$ cat config.mk
export PLATFORM = sky130hd
export DESIGN_NAME = uart_boot_loader
export DESIGN_NICKNAME = d
export VERILOG_FILES = /design/src/rtl/boot_loader_pkg.sv /design/src/rtl/boot_timeout_timer.sv /design/src/rtl/uart_boot_loader.sv
export SDC_FILE = /design/constraint.sdc
export NUM_CORES = 1
export LEC_CHECK = 0
export CAP_MARGIN = 10
export CORE_MARGIN = 8
export CORE_UTILIZATION = 56
export CTS_CLUSTER_SIZE = 25
export DETAILED_ROUTE_END_ITERATION = 12
export GPL_TIMING_DRIVEN = 0
export PLACE_DENSITY = 0.77
export SLEW_MARGIN = 5
export SYNTH_ARGS = -nofsm -noshare
export SYNTH_HDL_FRONTEND = slang
export SYNTH_HIERARCHICAL = 1
export SYNTH_SLANG_ARGS = --single-unit
export TNS_END_PERCENT = 30
$ cat constraint.sdc
create_clock -name clk -period 3.64 [get_ports clk]
set_clock_uncertainty 0.2 [all_clocks]
set_input_delay 0.728 -clock clk [delete_from_list [all_inputs] [get_ports clk]]
set_output_delay 0.728 -clock clk [all_outputs]
set_load 0.02 [all_outputs]
$ cat src/rtl/boot_loader_pkg.sv
// Shared types and constants for the UART boot loader: FSM states, error codes
// and the default frame header byte.
package boot_loader_pkg;

    typedef enum logic [2:0] {
        IDLE,
        LEN0,
        LEN1,
        DATA,
        CSUM,
        DONE,
        ERROR
    } state_t;

    localparam logic [1:0] ERR_NONE    = 2'd0;
    localparam logic [1:0] ERR_LEN     = 2'd1;
    localparam logic [1:0] ERR_TIMEOUT = 2'd2;
    localparam logic [1:0] ERR_CSUM    = 2'd3;

    localparam logic [7:0] DEFAULT_HEADER = 8'hA5;

endpackage

$ cat src/rtl/boot_timeout_timer.sv
// Inter-byte gap timer: counts idle cycles while run is high and pulses expired
// for one cycle when the gap reaches TIMEOUT_CYCLES.
module boot_timeout_timer #(
    parameter int TIMEOUT_CYCLES = 1000000
) (
    input  logic clk,
    input  logic srst,
    input  logic clear,
    input  logic run,
    output logic expired
);

    localparam int CW = $clog2(TIMEOUT_CYCLES + 1);

    logic [CW-1:0] gap_cnt;

    always_ff @(posedge clk) begin
        if (srst || clear || !run) begin
            gap_cnt <= '0;
        end else if (gap_cnt != CW'(TIMEOUT_CYCLES)) begin
            gap_cnt <= gap_cnt + CW'(1);
        end
    end

    // Fires in the cycle that completes the gap; a byte in that cycle (clear) wins.
    assign expired = run & ~clear & (gap_cnt == CW'(TIMEOUT_CYCLES - 1));

endmodule

$ cat src/rtl/uart_boot_loader.sv
// Parses a boot frame from the UART receiver, packs little-endian words into
// instruction memory and releases the CPU once the payload checksum matches.
module uart_boot_loader
    import boot_loader_pkg::*;
#(
    parameter int                ADDR_W         = 32,
    parameter logic [ADDR_W-1:0] BASE_ADDR      = '0,
    parameter int                MAX_WORDS      = 4096,
    parameter int                TIMEOUT_CYCLES = 1000000,
    parameter logic [7:0]        HEADER         = DEFAULT_HEADER
) (
    input  logic              clk,
    input  logic              srst,
    input  logic              rx_done,
    input  logic [7:0]        rx_data,
    output logic              rx_enable,
    output logic              mem_we,
    output logic [ADDR_W-1:0] mem_addr,
    output logic [31:0]       mem_wdata,
    input  logic              restart,
    output logic              cpu_rst,
    output logic              load_done,
    output logic              load_err,
    output logic [1:0]        err_code
);

    state_t      state;
    logic [15:0] len;
    logic [15:0] word_idx;
    logic [1:0]  byte_cnt;
    logic [7:0]  csum;
    logic [23:0] word_buf;
    logic        take;
    logic        run;
    logic        expired;

    assign rx_enable = rx_done & (state inside {IDLE, LEN0, LEN1, DATA, CSUM});
    assign take      = rx_done & rx_enable;
    assign run       = state inside {LEN0, LEN1, DATA, CSUM};

    boot_timeout_timer #(
        .TIMEOUT_CYCLES(TIMEOUT_CYCLES)
    ) u_timer (
        .clk    (clk),
        .srst   (srst),
        .clear  (take),
        .run    (run),
        .expired(expired)
    );

    always_ff @(posedge clk) begin
        if (srst) begin
            state     <= IDLE;
            len       <= '0;
            word_idx  <= '0;
            byte_cnt  <= '0;
            csum      <= '0;
            word_buf  <= '0;
            mem_we    <= 1'b0;
            mem_addr  <= '0;
            mem_wdata <= '0;
            cpu_rst   <= 1'b1;
            load_done <= 1'b0;
            load_err  <= 1'b0;
            err_code  <= ERR_NONE;
        end else begin
            mem_we <= 1'b0;
            case (state)
                IDLE: begin
                    if (take && rx_data == HEADER) state <= LEN0;
                end
                LEN0: begin
                    if (take) begin
                        len[7:0] <= rx_data;
                        state    <= LEN1;
                    end
                end
                LEN1: begin
                    if (take) begin
                        len[15:8] <= rx_data;
                        if ({16'd0, rx_data, len[7:0]} > 32'(MAX_WORDS)) begin
                            state    <= ERROR;
                            load_err <= 1'b1;
                            err_code <= ERR_LEN;
                        end else if ({rx_data, len[7:0]} == 16'd0) begin
                            state <= CSUM;
                        end else begin
                            state <= DATA;
                        end
                    end
                end
                DATA: begin
                    if (take) begin
                        csum     <= csum + rx_data;
                        byte_cnt <= byte_cnt + 2'd1;
                        case (byte_cnt)
                            2'd0:    word_buf[7:0]   <= rx_data;
                            2'd1:    word_buf[15:8]  <= rx_data;
                            2'd2:    word_buf[23:16] <= rx_data;
                            default: begin
                                mem_we    <= 1'b1;
                                mem_wdata <= {rx_data, word_buf};
                                mem_addr  <= BASE_ADDR + ADDR_W'({word_idx, 2'b00});
                                word_idx  <= word_idx + 16'd1;
                                if (word_idx == len - 16'd1) state <= CSUM;
                            end
                        endcase
                    end
                end
                CSUM: begin
                    if (take) begin
                        if (rx_data == csum) begin
                            state     <= DONE;
                            load_done <= 1'b1;
                            cpu_rst   <= 1'b0;
                        end else begin
                            state    <= ERROR;
                            load_err <= 1'b1;
                            err_code <= ERR_CSUM;
                        end
                    end
                end
                DONE, ERROR: begin
                    if (restart) begin
                        state     <= IDLE;
                        load_done <= 1'b0;
                        load_err  <= 1'b0;
                        err_code  <= ERR_NONE;
                        csum      <= '0;
                        word_idx  <= '0;
                        byte_cnt  <= '0;
                        cpu_rst   <= 1'b1;
                    end
                end
                default: state <= IDLE;
            endcase

            // Timer only runs in frame states and never fires alongside an accepted byte.
            if (expired) begin
                state    <= ERROR;
                load_err <= 1'b1;
                err_code <= ERR_TIMEOUT;
                cpu_rst  <= 1'b1;
            end
        end
    end

endmodule

# Yosys cells after proc, flatten, opt, wreduce, memory -nomap -nowiden
# Cells that the tools add are included.
# word_totals
regBits,143
inputBits,12
out_inout_bits,71
wordCells,140
# classes
add_sub_neg,5
order_cmp,1
n_eq_ne,34
muxes,44
bitwise,7
n_reduce_logical,30
# op_table
operator,count
$mux W16,3
$mux W3,11
$pmux W16 S2,1
$ne A3 B3 Y1 const B,7
$add A20 B1 Y20 const B,1
$eq A20 B20 Y1 const B,1
$ne A20 B20 Y1 const B,1
$pmux W3 S6,1
$add A16 B1 Y16 const B,1
$eq A16 B16 Y1,1
$gt A16 B13 Y1 const B,1
$logic_not A16 Y1,1
$mux W2,8
$mux W8,2
$pmux W8 S2,1
$reduce_and A8 Y1,2
$sub A16 B1 Y16 const B,1
$reduce_and A3 Y1,5
$ne A2 B2 Y1 const B,7
$mux W1,12
$reduce_and A6 Y1,2
$eq A3 B3 Y1 const B,3
$ne A3 B2 Y1 const B,3
$add A8 B8 Y8,1
other kinds (27),44

# Depth between registers and ports, before layout
# Gate-level depths: netlist of run 1.
# logic_depth
depth_word,9
depth_mapped,9
depth_no_buf,9

# Cells and area by module
# Netlist of run 1, hierarchy kept.
# by_module_without_submodules
module,instances,cells_each,area_per_inst_um2,seq_area_each_um2
uart_boot_loader,1,757,5921.9,2462.4
boot_timeout_timer,1,120,1022.2,400.4

# Least setup slack after synthesis of run 1
# No wires, ideal clock.
# synth_path
path_kind,reg2reg
start,register u_timer.gap_cnt[7]
end,register state[2]
setup_time_ns,0.075
t_arrival_ns,2.306
t_required_ns,3.365
path_slack_ns,1.059
path_stages_with_launch,9
path_buffers,2
synth_period_minus_slack_ns,2.581
cell_sequence,dfxtp_1 -> buf_6 -> or4b_1 -> or4_1 -> buf_2 -> nor4_2 -> inv_1 -> o21a_1 -> o22ai_1
# synth_via
elab_chain_cells,4
elab_cells_between_ends,12
cone_classes,9 x eq/ne; 1 x mux; 1 x bitwise; 1 x reduce/logical
# synth_lines
item,line_no,text
"start, declared",boot_timeout_timer.sv:15,logic [CW-1:0] gap_cnt;
"start signal, assigned",boot_timeout_timer.sv:21,gap_cnt <= gap_cnt + CW'(1);
$eq A20 B20 Y1 (*),boot_timeout_timer.sv:26,assign expired = run & ~clear & (gap_cnt == CW'(TIMEOUT_CYCLES - 1));
$and A1 B1 Y1 (*),boot_timeout_timer.sv:26,
net expired,uart_boot_loader.sv:35,logic expired;
$ne A3 B2 Y1 (no source line) or $ne A3 B3 Y1 (tied branches),n/a,
$reduce_and A8 Y1 (no source line),n/a,
"end signal, assigned",uart_boot_loader.sv:53,state <= IDLE;
"end signal, assigned",uart_boot_loader.sv:70,if (take && rx_data == HEADER) state <= LEN0;
"end signal, assigned",uart_boot_loader.sv:75,state <= LEN1;
"end, declared",uart_boot_loader.sv:27,state_t state;
# Mark *: on every way through the listed nets, which the timed path passes. The rest lies on a longest branch.
# A chain may end at the register's enable or synchronous reset.

# Worst setup path in the final report of run 1
# layout_path
start,input port rx_done
end,output port rx_enable
# layout_via
elab_chain_cells,1
# layout_lines
item,line_no,text
"start, declared",uart_boot_loader.sv:14,"input logic rx_done,"
$and A1 B1 Y1,uart_boot_loader.sv:37,"assign rx_enable = rx_done & (state inside {IDLE, LEN0, LEN1, DATA, CSUM});"
"end, declared",uart_boot_loader.sv:16,"output logic rx_enable,"
# Every way passes these cells.

==> flow_metrics.py, run 1 <==
metrics = {
    "place": {
        "placed_area_sq_um": 7871,
        "placed_cells": 1126,
        "hpwl_mm": 12.23,
        "finalWeightedCongestion": 0.8971,
        "io_buffers": 66,
        "dp_slack_ns": 0.2697,
    },
    "global_route": {
        "grt_pass1_vias": 5913,
        "grt-ovfl-total": 0,
        "grt_pass1_wl_mm": 28.15,
        "gr-usage-all-layers_pct": 21.42,
        "grt_start_max_net_pins": 17,
        "antenna_found_initial": 0,
    },
    "setup_path": {
        "path_buf_inv": 3,
        "crit_top_cell": "clkdlybuf4s50_1",
        "worstSetupEndpointType": "primary output",
        "cp_top_family": "buffers and inverters",
        "cp_cell_sequence": "clkdlybuf4s50_1 > clkbuf_1 > o21a_1 > clkdlybuf4s50_1",
        "cp_slowest_cell": "clkdlybuf4s50_1",
        "critical_path_class": "in2out",
        "crit_fanout": 10,
        "slowest_delay_ns": 0.62,
        "critPathLaunchType": "primary input",
        "cp.required_ns": 2.71,
        "arrival_ns": 2.46,
    },
    "synthesis": {
        "async_flop_share_pct": 0,
        "ys_ff_latch": 143,
        "synth_area_leaders": "dfxtp_1 41%, nand2_1 10%, a21oi_1 8.4%, xor2_1 3.8%, nand3_1 3.7%",
        "syn_avg_cell_area_sq_um": 7.918,
        "netlist_area_sq_um": 6944,
        "syn_inst": 877,
        "synth_enable_flop_cells": 0,
        "ys_top_cells_by_count": "188 x nand2_1, 143 x dfxtp_1, 116 x a21oi_1",
        "yosysSeqAreaShare_pct": 41.23,
        "synth_ff_type": "dfxtp_1",
        "synth_warnings": 6,
        "synth_top_area_cell": "dfxtp_1",
        "yosys.cell_types.count": 65,
        "synth_top_area_share_pct": 41.23,
        "synth.most_common_cell": "nand2_1",
    },
    "power_and_ir_drop": {
        "p_comb_share_pct": 11.7,
        "p_leak_nw": 2.949,
        "vdd_drop_max_v": 0.0002735,
        "p_int_mw": 2.851,
        "switching_share_pct": 26.08,
        "p_clk_share_pct": 46.8,
        "power_frac_seq_pct": 41.6,
        "switchingPower_mw": 1.006,
        "power_mw": 3.857,
        "p_per_area_nw_per_um2": 454.8,
    },
    "clock_tree": {
        "cts_tree": "built",
        "htreeDepth": 4,
        "clock_path_buffers": 2,
        "cts_resized": 0,
        "path_clk_slew_ns": 0.06,
        "cts_setup_buffers": 0,
        "clock_latency_ns": 0.43,
        "clock-sinks": 143,
        "cts-root-buf": "clkbuf_16",
        "cts_made_buffers": 17,
        "holdBufCountCts": 0,
    },
    "floorplan": {
        "fp.dieW_um": 127.4,
        "die_h_um": 127.4,
        "fp-row-count": 40,
        "die-area_sq_um": 16220,
        "start_util_pct": 57.57,
        "pin_count": 83,
        "core_area_sq_um": 12060,
    },
    "sta": {
        "worst_pin_slew_ns": 0.9034,
        "slew_violations": 0,
        "setup_ws_ns": 0.2526,
        "finalWorstPathRequiredPeriod_ns": 3.387,
        "rsz0062_at_grt": "false",
        "hold_ws_ns": 0.2516,
        "min_period_over_period_pct": 93.06,
        "fmax_mhz": 295.2,
        "setup_viol": 0,
        "max-slew-margin-rel_pct": 39.31,
        "hold_viol": 0,
        "setup_tns_ns": 0,
    },
    "cells_and_area": {
        "regArea_sq_um": 2863,
        "nets": 1006,
        "fin_area_sq_um": 8479,
        "antenna_cells": 0,
        "drive_above_1_share_pct": 7.576,
        "layout.cells.non_filler": 1158,
        "multi_input_area_sq_um": 3659,
        "syn2layout_area_growth_pct": 22.11,
        "fin_util_pct": 70.30,
        "nFillCells": 1033,
    },
    "route": {
        "wl_mm": 17.38,
        "dr.pass1.iters": 5,
        "num_vias": 6360,
        "routed_via_density": 5.492,
        "wire_per_inst_um": 15.00,
        "drtAntennaViolNets": 0,
        "drt_iter0_drc": 541,
        "drc": 0,
    },
    "outcome": {
        "status": "finished clean",
    },
    "job": {
        "cap_violations": 0,
    },
    "worst_hold_path": {
        "hp-class": "reg2reg",
    },
}
## worst min-delay path, stage by stage (launching register included)
cell     delay [ns]
dfxtp_1        0.31
nand2_1        0.05
a21oi_1        0.05
## cells in the final DEF (no fill, tap or decap), types with 6 or more instances in the layout
master,Yosys,layout
nand2_1,188,188
dfxtp_1,143,143
a21oi_1,116,116
clkdlybuf4s50_1,0,66
nor2_1,52,52
nand3_1,51,51
clkbuf_1,49,50
xor2_1,30,30
xnor2_1,26,26
buf_4,20,20
inv_1,17,17
clkbuf_16,0,17
ha_1,16,16
conb_1,1,16
nand4_1,14,14
o21ai_0,12,12
nor3_1,11,11
and3_1,8,8
nor4_1,7,7
or4_1,7,7
and2_1,6,6
o31ai_1,6,6
inv_6,0,6
## area by class of cell
| type | instances | area share [%] |
|---|---|---|
| Buffer | 81 | 4.899 |
| Tap cell | 168 | 2.479 |
| Multi-Input combinational cell | 651 | 43.15 |
| Clock buffer | 18 | 5.061 |
| Inverter | 17 | 0.7525 |
| Clock inverter | 14 | 2.110 |
| Sequential cell | 143 | 33.76 |
| Timing Repair Buffer | 66 | 7.791 |
## registers in the layout (all words and copies together) (netlist names)
signal and flops:
mem_wdata 32, word_buf 24, u_timer/gap_cnt 20, len 16
mem_addr 16, word_idx 16, csum 8, state 3
byte_cnt 2, err_code 2, cpu_rst 1, load_done 1
load_err 1, mem_we 1
## metal layers
layer	global-route usage, %	share of wire [%]	vias up
li1	-	-	3171
met1	25.75	43	2951
met2	34.97	47	208
met3	5.616	7.6	30
met4	10.29	2.2	0
met5	0	0	-
## worst paths after layout
kind                                         start     endpoint  slack [ns]  depth (start not counted)
worst min register to register         mem_addr[8]  mem_addr[8]        0.25                          2
worst max-delay path                       rx_done    rx_enable        0.25                          4
worst min-delay path                   mem_addr[8]  mem_addr[8]        0.25                          2
worst max register to register  u_timer/gap_cnt[7]     state[2]        0.75                          8
## power groups by stage
| stage | sequential, mW | clock [mW] | combinational, mW |
|---|---|---|---|
| floorplan | 1.64 | 0 | 0.340 |
| global placement | 1.64 | 0 | 0.436 |
| detailed placement | 1.64 | 0 | 0.440 |
| CTS | 1.60 | 1.82 | 0.443 |
| global route | 1.61 | 1.89 | 0.492 |
| finish | 1.60 | 1.80 | 0.449 |
## cells by family after synthesis
kind of cell               count (synthesis)  synth area share, %
and+or+nand+nor                          386                26.68
AOI/OAI and AO/OA                        172                14.31
muxes                                      4               0.5946
adders and majority gates                 17                3.171
xor gates and xnor gates                  56                7.063
buffers and inverters                     98                6.901
DFF                                      143                41.23
other                                      1              0.05400
(Power assumes the default switching activity.)
==> run 2: changes to the inputs <==
- CELL_PAD_IN_SITES_DETAIL_PLACEMENT: default -> 0
- CELL_PAD_IN_SITES_GLOBAL_PLACEMENT: default -> 1
- CORE_UTILIZATION: 56 -> 42
- PLACE_DENSITY: 0.77 -> 0.78
- REMOVE_ABC_BUFFERS: default -> 1
==> run 2 against run 1 <==
  * Critical path depth is 5 higher
  * First-iteration DRC count is 41% lower
  * Via count is 9.1% lower
  * Non-clock buffer count is 77 lower
  * Clock-buffer cell count stayed put
  * Cell area is 3.0% lower
  * Combinational power is 14% lower
  * Largest power group unchanged
  * Highest routed layer unchanged
==> flow_metrics.py, run 2 (synthesized netlist as in run 1, its figures left out) <==
metrics = {
    "setup_path": {
        "worstSetupEndpointType": "register",
        "critPathLaunchType": "primary input",
        "startpoint": "rx_data[4]",
        "rr_endpoint": "state[2]",
        "arrival_ns": 3.35,
        "rr_worst_depth": 6,
        "crit_path_end": "err_code[1]",
        "crit_fanout": 11,
        "critical_path_class": "in2reg",
        "r2r_slack_ns": 0.68,
        "cp.required_ns": 3.74,
        "r2r_start": "u_timer/gap_cnt[7]",
    },
    "global_route": {
        "gr-usage-all-layers_pct": 16.79,
        "grt-ovfl-total": 0,
        "grt_pass1_vias": 5418,
        "antenna_found_initial": 0,
        "grt_pass1_wl_mm": 27.68,
        "grt_start_max_net_pins": 76,
    },
    "sta": {
        "setup_ws_ns": 0.3949,
        "worst_pin_slew_ns": 0.8045,
        "hold_ws_ns": 0.2484,
        "setup_tns_ns": 0,
        "finalWorstPathRequiredPeriod_ns": 3.245,
        "rsz0062_at_grt": "false",
        "max-slew-margin-rel_pct": 45.95,
        "setup_viol": 0,
        "slew_violations": 0,
        "min_period_over_period_pct": 89.15,
        "hold_viol": 0,
        "fmax_mhz": 308.2,
    },
    "power_and_ir_drop": {
        "p_per_area_nw_per_um2": 467.3,
        "p_leak_nw": 2.786,
        "vdd_drop_max_v": 0.0003254,
        "power_mw": 3.843,
    },
    "place": {
        "dp_slack_ns": -0.03769,
        "hpwl_mm": 11.12,
        "placed_cells": 1101,
        "io_buffers": 66,
        "finalWeightedCongestion": 0.8032,
    },
    "floorplan": {
        "fp-row-count": 47,
        "core_area_sq_um": 16350,
        "fp.dieW_um": 144.6,
        "pin_count": 83,
        "start_util_pct": 42.48,
        "die-area_sq_um": 20900,
        "die_h_um": 144.6,
    },
    "cells_and_area": {
        "syn2layout_area_growth_pct": 18.41,
        "largest_register_ffs": 32,
        "final_common_cell": "nand2_1",
        "final_cell_mix": "187 x nand2_1, 143 x dfxtp_1, 116 x a21oi_1, 65 x clkdlybuf4s50_1, 52 x nor2_1",
        "nets": 929,
        "antenna_cells": 0,
        "layout.cells.non_filler": 1133,
        "largest-register": "mem_wdata",
        "drive_above_1_share_pct": 6.134,
        "top_regs": "mem_wdata (32), word_buf (24), u_timer/gap_cnt (20)",
        "nFillCells": 1668,
    },
    "clock_tree": {
        "holdBufCountCts": 0,
        "path_clk_slew_ns": 0.06,
        "cts_made_buffers": 17,
        "cts_setup_buffers": 0,
        "cts_tree": "built",
        "clock-sinks": 143,
        "cts-root-buf": "clkbuf_16",
        "clock_latency_ns": 0.43,
        "cts_resized": 0,
        "htreeDepth": 4,
        "clock_path_buffers": 2,
    },
    "worst_hold_path": {
        "hold_path_depth": 2,
        "hp-class": "reg2reg",
    },
    "route": {
        "wire_per_inst_um": 14.82,
        "routed_via_density": 5.103,
        "drtAntennaViolNets": 0,
        "drc": 0,
        "drt_iter0_drc": 320,
        "dr.pass1.iters": 4,
        "num_vias": 5782,
        "wl_mm": 16.79,
    },
    "job": {
        "cap_violations": 0,
    },
    "outcome": {
        "status": "finished clean",
    },
}
## run 2: cell types whose count changed in the layout (fill, tap and decap cells not counted), sizes merged
| cell | change |
|---|---|
| clkinv | +2 |
| clkbuf | -49 |
| inv | -2 |
| clkdlybuf4s50 | -1 |
| buf | -27 |
## run 2: layout make-up
class / instances / area [sq um] / share of cell area [%]
inverters: 17 / 63.81 / 0.7760
multi-input cells: 651 / 3662 / 44.54
clock inverters: 14 / 178.9 / 2.176
flip-flops and latches: 143 / 2863 / 34.81
well taps: 220 / 275.3 / 3.348
repair buffers: 70 / 740.7 / 9.008
clock buffers: 18 / 439.2 / 5.341
## run 2: metal layers
metal	GRT usage [%]	up-vias	part of all wire (%)
met5	0	-	0
met4	5.422	0	0.85
met3	4.226	8	4.4
met2	26.80	86	48
met1	21.70	2676	47
li1	-	3012	-
## run 2: power by group
part,internal (mW),leakage (nW),switching [mW]
sequential,1.58,1.15,0.0419
combinational,0.149,1.33,0.237
clock,1.11,0.300,0.721
total,2.84,2.79,1.00
## run 2: worst min path at each step
stage	start	end	slack, ns
after floorplan	word_buf[0]	mem_wdata[0]	0.23
after global placement	load_done	load_done	0.23
after detailed placement	mem_addr[13]	mem_addr[13]	0.25
after CTS	mem_wdata[21]	mem_wdata[21]	0.25
after global routing	mem_wdata[21]	mem_wdata[21]	0.27
final	load_done	load_done	0.25
## run 2: through the flow
stage | instance area [sq um] | util (%)
finish | 8223 | 50.30
global route | 8223 | 50.30
CTS | 8223 | 50.30
detailed placement | 7605 | 46.52
global placement | 7521 | 46.00
floorplan | 6585 | -
## run 2: worst max-delay path, stage by stage
cell	delay, ns
clkdlybuf4s50_1	0.73
ha_1	0.56
nor3_1	0.08
and3_1	0.24
o31ai_1	0.20
a21oi_1	0.10
a31oi_1	0.38
mux2i_1	0.24
a21oi_1	0.08
==> run 3: changes to the inputs <==
==> constraint.sdc (replaced) <==
create_clock -name clk -period 3.64 [get_ports clk]
set_clock_uncertainty 0.2 [all_clocks]
set_input_delay 1.092 -clock clk [delete_from_list [all_inputs] [get_ports clk]]
set_output_delay 1.092 -clock clk [all_outputs]
set_load 0.02 [all_outputs]
==> run 3 against run 2 <==
  * Cell area about the same
  * First-iteration DRC count increased by 0.31%
  * Sequential share of layout area about the same
  * Final cell count unchanged
  * Largest cell class unchanged
  * Global-route usage unchanged
  * Critical path depth unchanged
  * Routed wire length about the same
  * Critical endpoint unchanged
==> flow_metrics.py, run 3 (synthesized netlist as in run 1, its figures left out) <==
metrics = {
    "outcome": {
        "status": "finished clean",
    },
    "global_route": {
        "grt_start_max_net_pins": 76,
        "grt-ovfl-total": 0,
        "gr-usage-all-layers_pct": 16.79,
        "antenna_found_initial": 0,
        "grt_pass1_vias": 5418,
        "grt_pass1_wl_mm": 27.68,
    },
    "floorplan": {
        "fp-row-count": 47,
        "start_util_pct": 42.48,
        "die_h_um": 144.6,
        "die-area_sq_um": 20900,
        "fp.dieW_um": 144.6,
        "pin_count": 83,
        "core_area_sq_um": 16350,
    },
    "place": {
        "placed_cells": 1101,
        "dp_slack_ns": -0.4017,
        "finalWeightedCongestion": 0.8032,
        "io_buffers": 66,
        "hpwl_mm": 11.12,
        "placed_area_sq_um": 7605,
    },
    "route": {
        "num_vias": 5771,
        "routed_via_density": 5.094,
        "drc": 0,
        "drt_iter0_drc": 321,
        "dr.pass1.iters": 5,
        "wire_per_inst_um": 14.81,
        "wl_mm": 16.79,
        "drtAntennaViolNets": 0,
    },
    "job": {
        "cap_violations": 0,
    },
    "clock_tree": {
        "path_clk_slew_ns": 0.06,
        "cts_setup_buffers": 0,
        "cts_made_buffers": 17,
        "cts-root-buf": "clkbuf_16",
        "clock_latency_ns": 0.43,
        "cts_tree": "built",
        "clock_path_buffers": 2,
        "holdBufCountCts": 0,
        "htreeDepth": 4,
        "clock-sinks": 143,
    },
    "power_and_ir_drop": {
        "p_clk_share_pct": 47.6,
        "power_mw": 3.842,
        "switchingPower_mw": 1.000,
        "p_per_area_nw_per_um2": 467.0,
        "p_int_mw": 2.842,
        "vdd_drop_max_v": 0.0003247,
        "p_leak_nw": 2.813,
        "power_frac_seq_pct": 42.3,
        "p_comb_share_pct": 10.0,
        "switching_share_pct": 26.03,
    },
    "cells_and_area": {
        "largest-register": "mem_wdata",
        "largest_register_ffs": 32,
        "antenna_cells": 0,
        "fin_area_sq_um": 8225,
        "final_cell_mix": "187 x nand2_1, 143 x dfxtp_1, 116 x a21oi_1, 61 x clkdlybuf4s50_1, 52 x nor2_1",
        "drive_above_1_share_pct": 6.243,
        "final_common_cell": "nand2_1",
        "nets": 929,
        "layout.cells.non_filler": 1133,
        "top_regs": "mem_wdata (32), word_buf (24), u_timer/gap_cnt (20)",
        "syn2layout_area_growth_pct": 18.45,
    },
    "worst_hold_path": {
        "holdCritStartpoint": "load_done",
        "hold_path_depth": 2,
        "hp-class": "reg2reg",
    },
    "setup_path": {
        "crit_fanout": 10,
        "rr_worst_depth": 6,
        "arrival_ns": 3.63,
        "cp.required_ns": 3.74,
        "worstSetupEndpointType": "register",
        "critPathLaunchType": "primary input",
        "r2r_start": "u_timer/gap_cnt[7]",
        "startpoint": "rx_data[5]",
        "critical_path_class": "in2reg",
    },
    "sta": {
        "finalWorstPathRequiredPeriod_ns": 3.534,
        "hold_viol": 0,
        "max-slew-margin-rel_pct": 46.00,
        "min_period_over_period_pct": 97.09,
        "worst_pin_slew_ns": 0.8039,
        "setup_tns_ns": 0,
        "fmax_mhz": 283.0,
        "slew_violations": 0,
        "rsz0062_at_grt": "true",
        "setup_ws_ns": 0.1061,
        "setup_viol": 0,
    },
}
-- run 3: changes by cell type in the layout (fill, tap and decap cells not counted), sizes merged --
cell,previous run,this run
clkdlybuf4s50,65,61
clkbuf,18,19
dlymetal6s2s,0,3
-- run 3: worst paths after layout --
kind                                     to  slack (ns)
worst max-delay path            err_code[1]        0.11
worst min-delay path              load_done        0.25
worst min register to register    load_done        0.25
worst max register to register     state[2]        0.68
-- run 3: timing repair --
item                       in CTS  in global routing
resized for setup               2                  4
pin swaps                       0                  0
setup endpoints to repair       1                  5
cloned                          0                  0
-- run 3: power groups by stage --
stage	Sequential, mW	Clock [mW]	Combinational, mW
after floorplan	1.65	0	0.270
final	1.63	1.83	0.386
after global routing	1.63	1.95	0.431
after CTS	1.63	1.88	0.389
after global placement	1.66	0	0.384
after detailed placement	1.66	0	0.388
-- run 3: per-stage QoR --
step                hold slack [ns]  util (%)
floorplan                    0.2260         -
global placement             0.2333     46.00
detailed placement           0.2454     46.52
CTS                          0.2544     50.30
global route                 0.2690     50.31
finish                       0.2484     50.31
-- run 3: layout make-up --
cell class	instances	area, sq um
fill	1666	8123
timing repair buffer	70	743.2
sequential	143	2863
multi-input combinational	651	3662
clock buffer	18	439.2
tap	220	275.3
clock inverter	14	178.9
inverter	17	63.81
-- run 3: worst max-delay path, stage by stage --
cell and delay [ns]:
clkdlybuf4s50_1 0.74, ha_1 0.54, nor4_1 0.06, and3_1 0.20, o31ai_1 0.20, a21oi_1 0.10
a31oi_1 0.38, mux2i_1 0.24, a21oi_1 0.08
-- run 3: per-layer routing --
layer / GRT usage (%) / routed length (um)
met1: 21.70 / 7832
met2: 26.80 / 8020
met3: 4.226 / 817
met4: 5.422 / 114
met5: 0 / 0
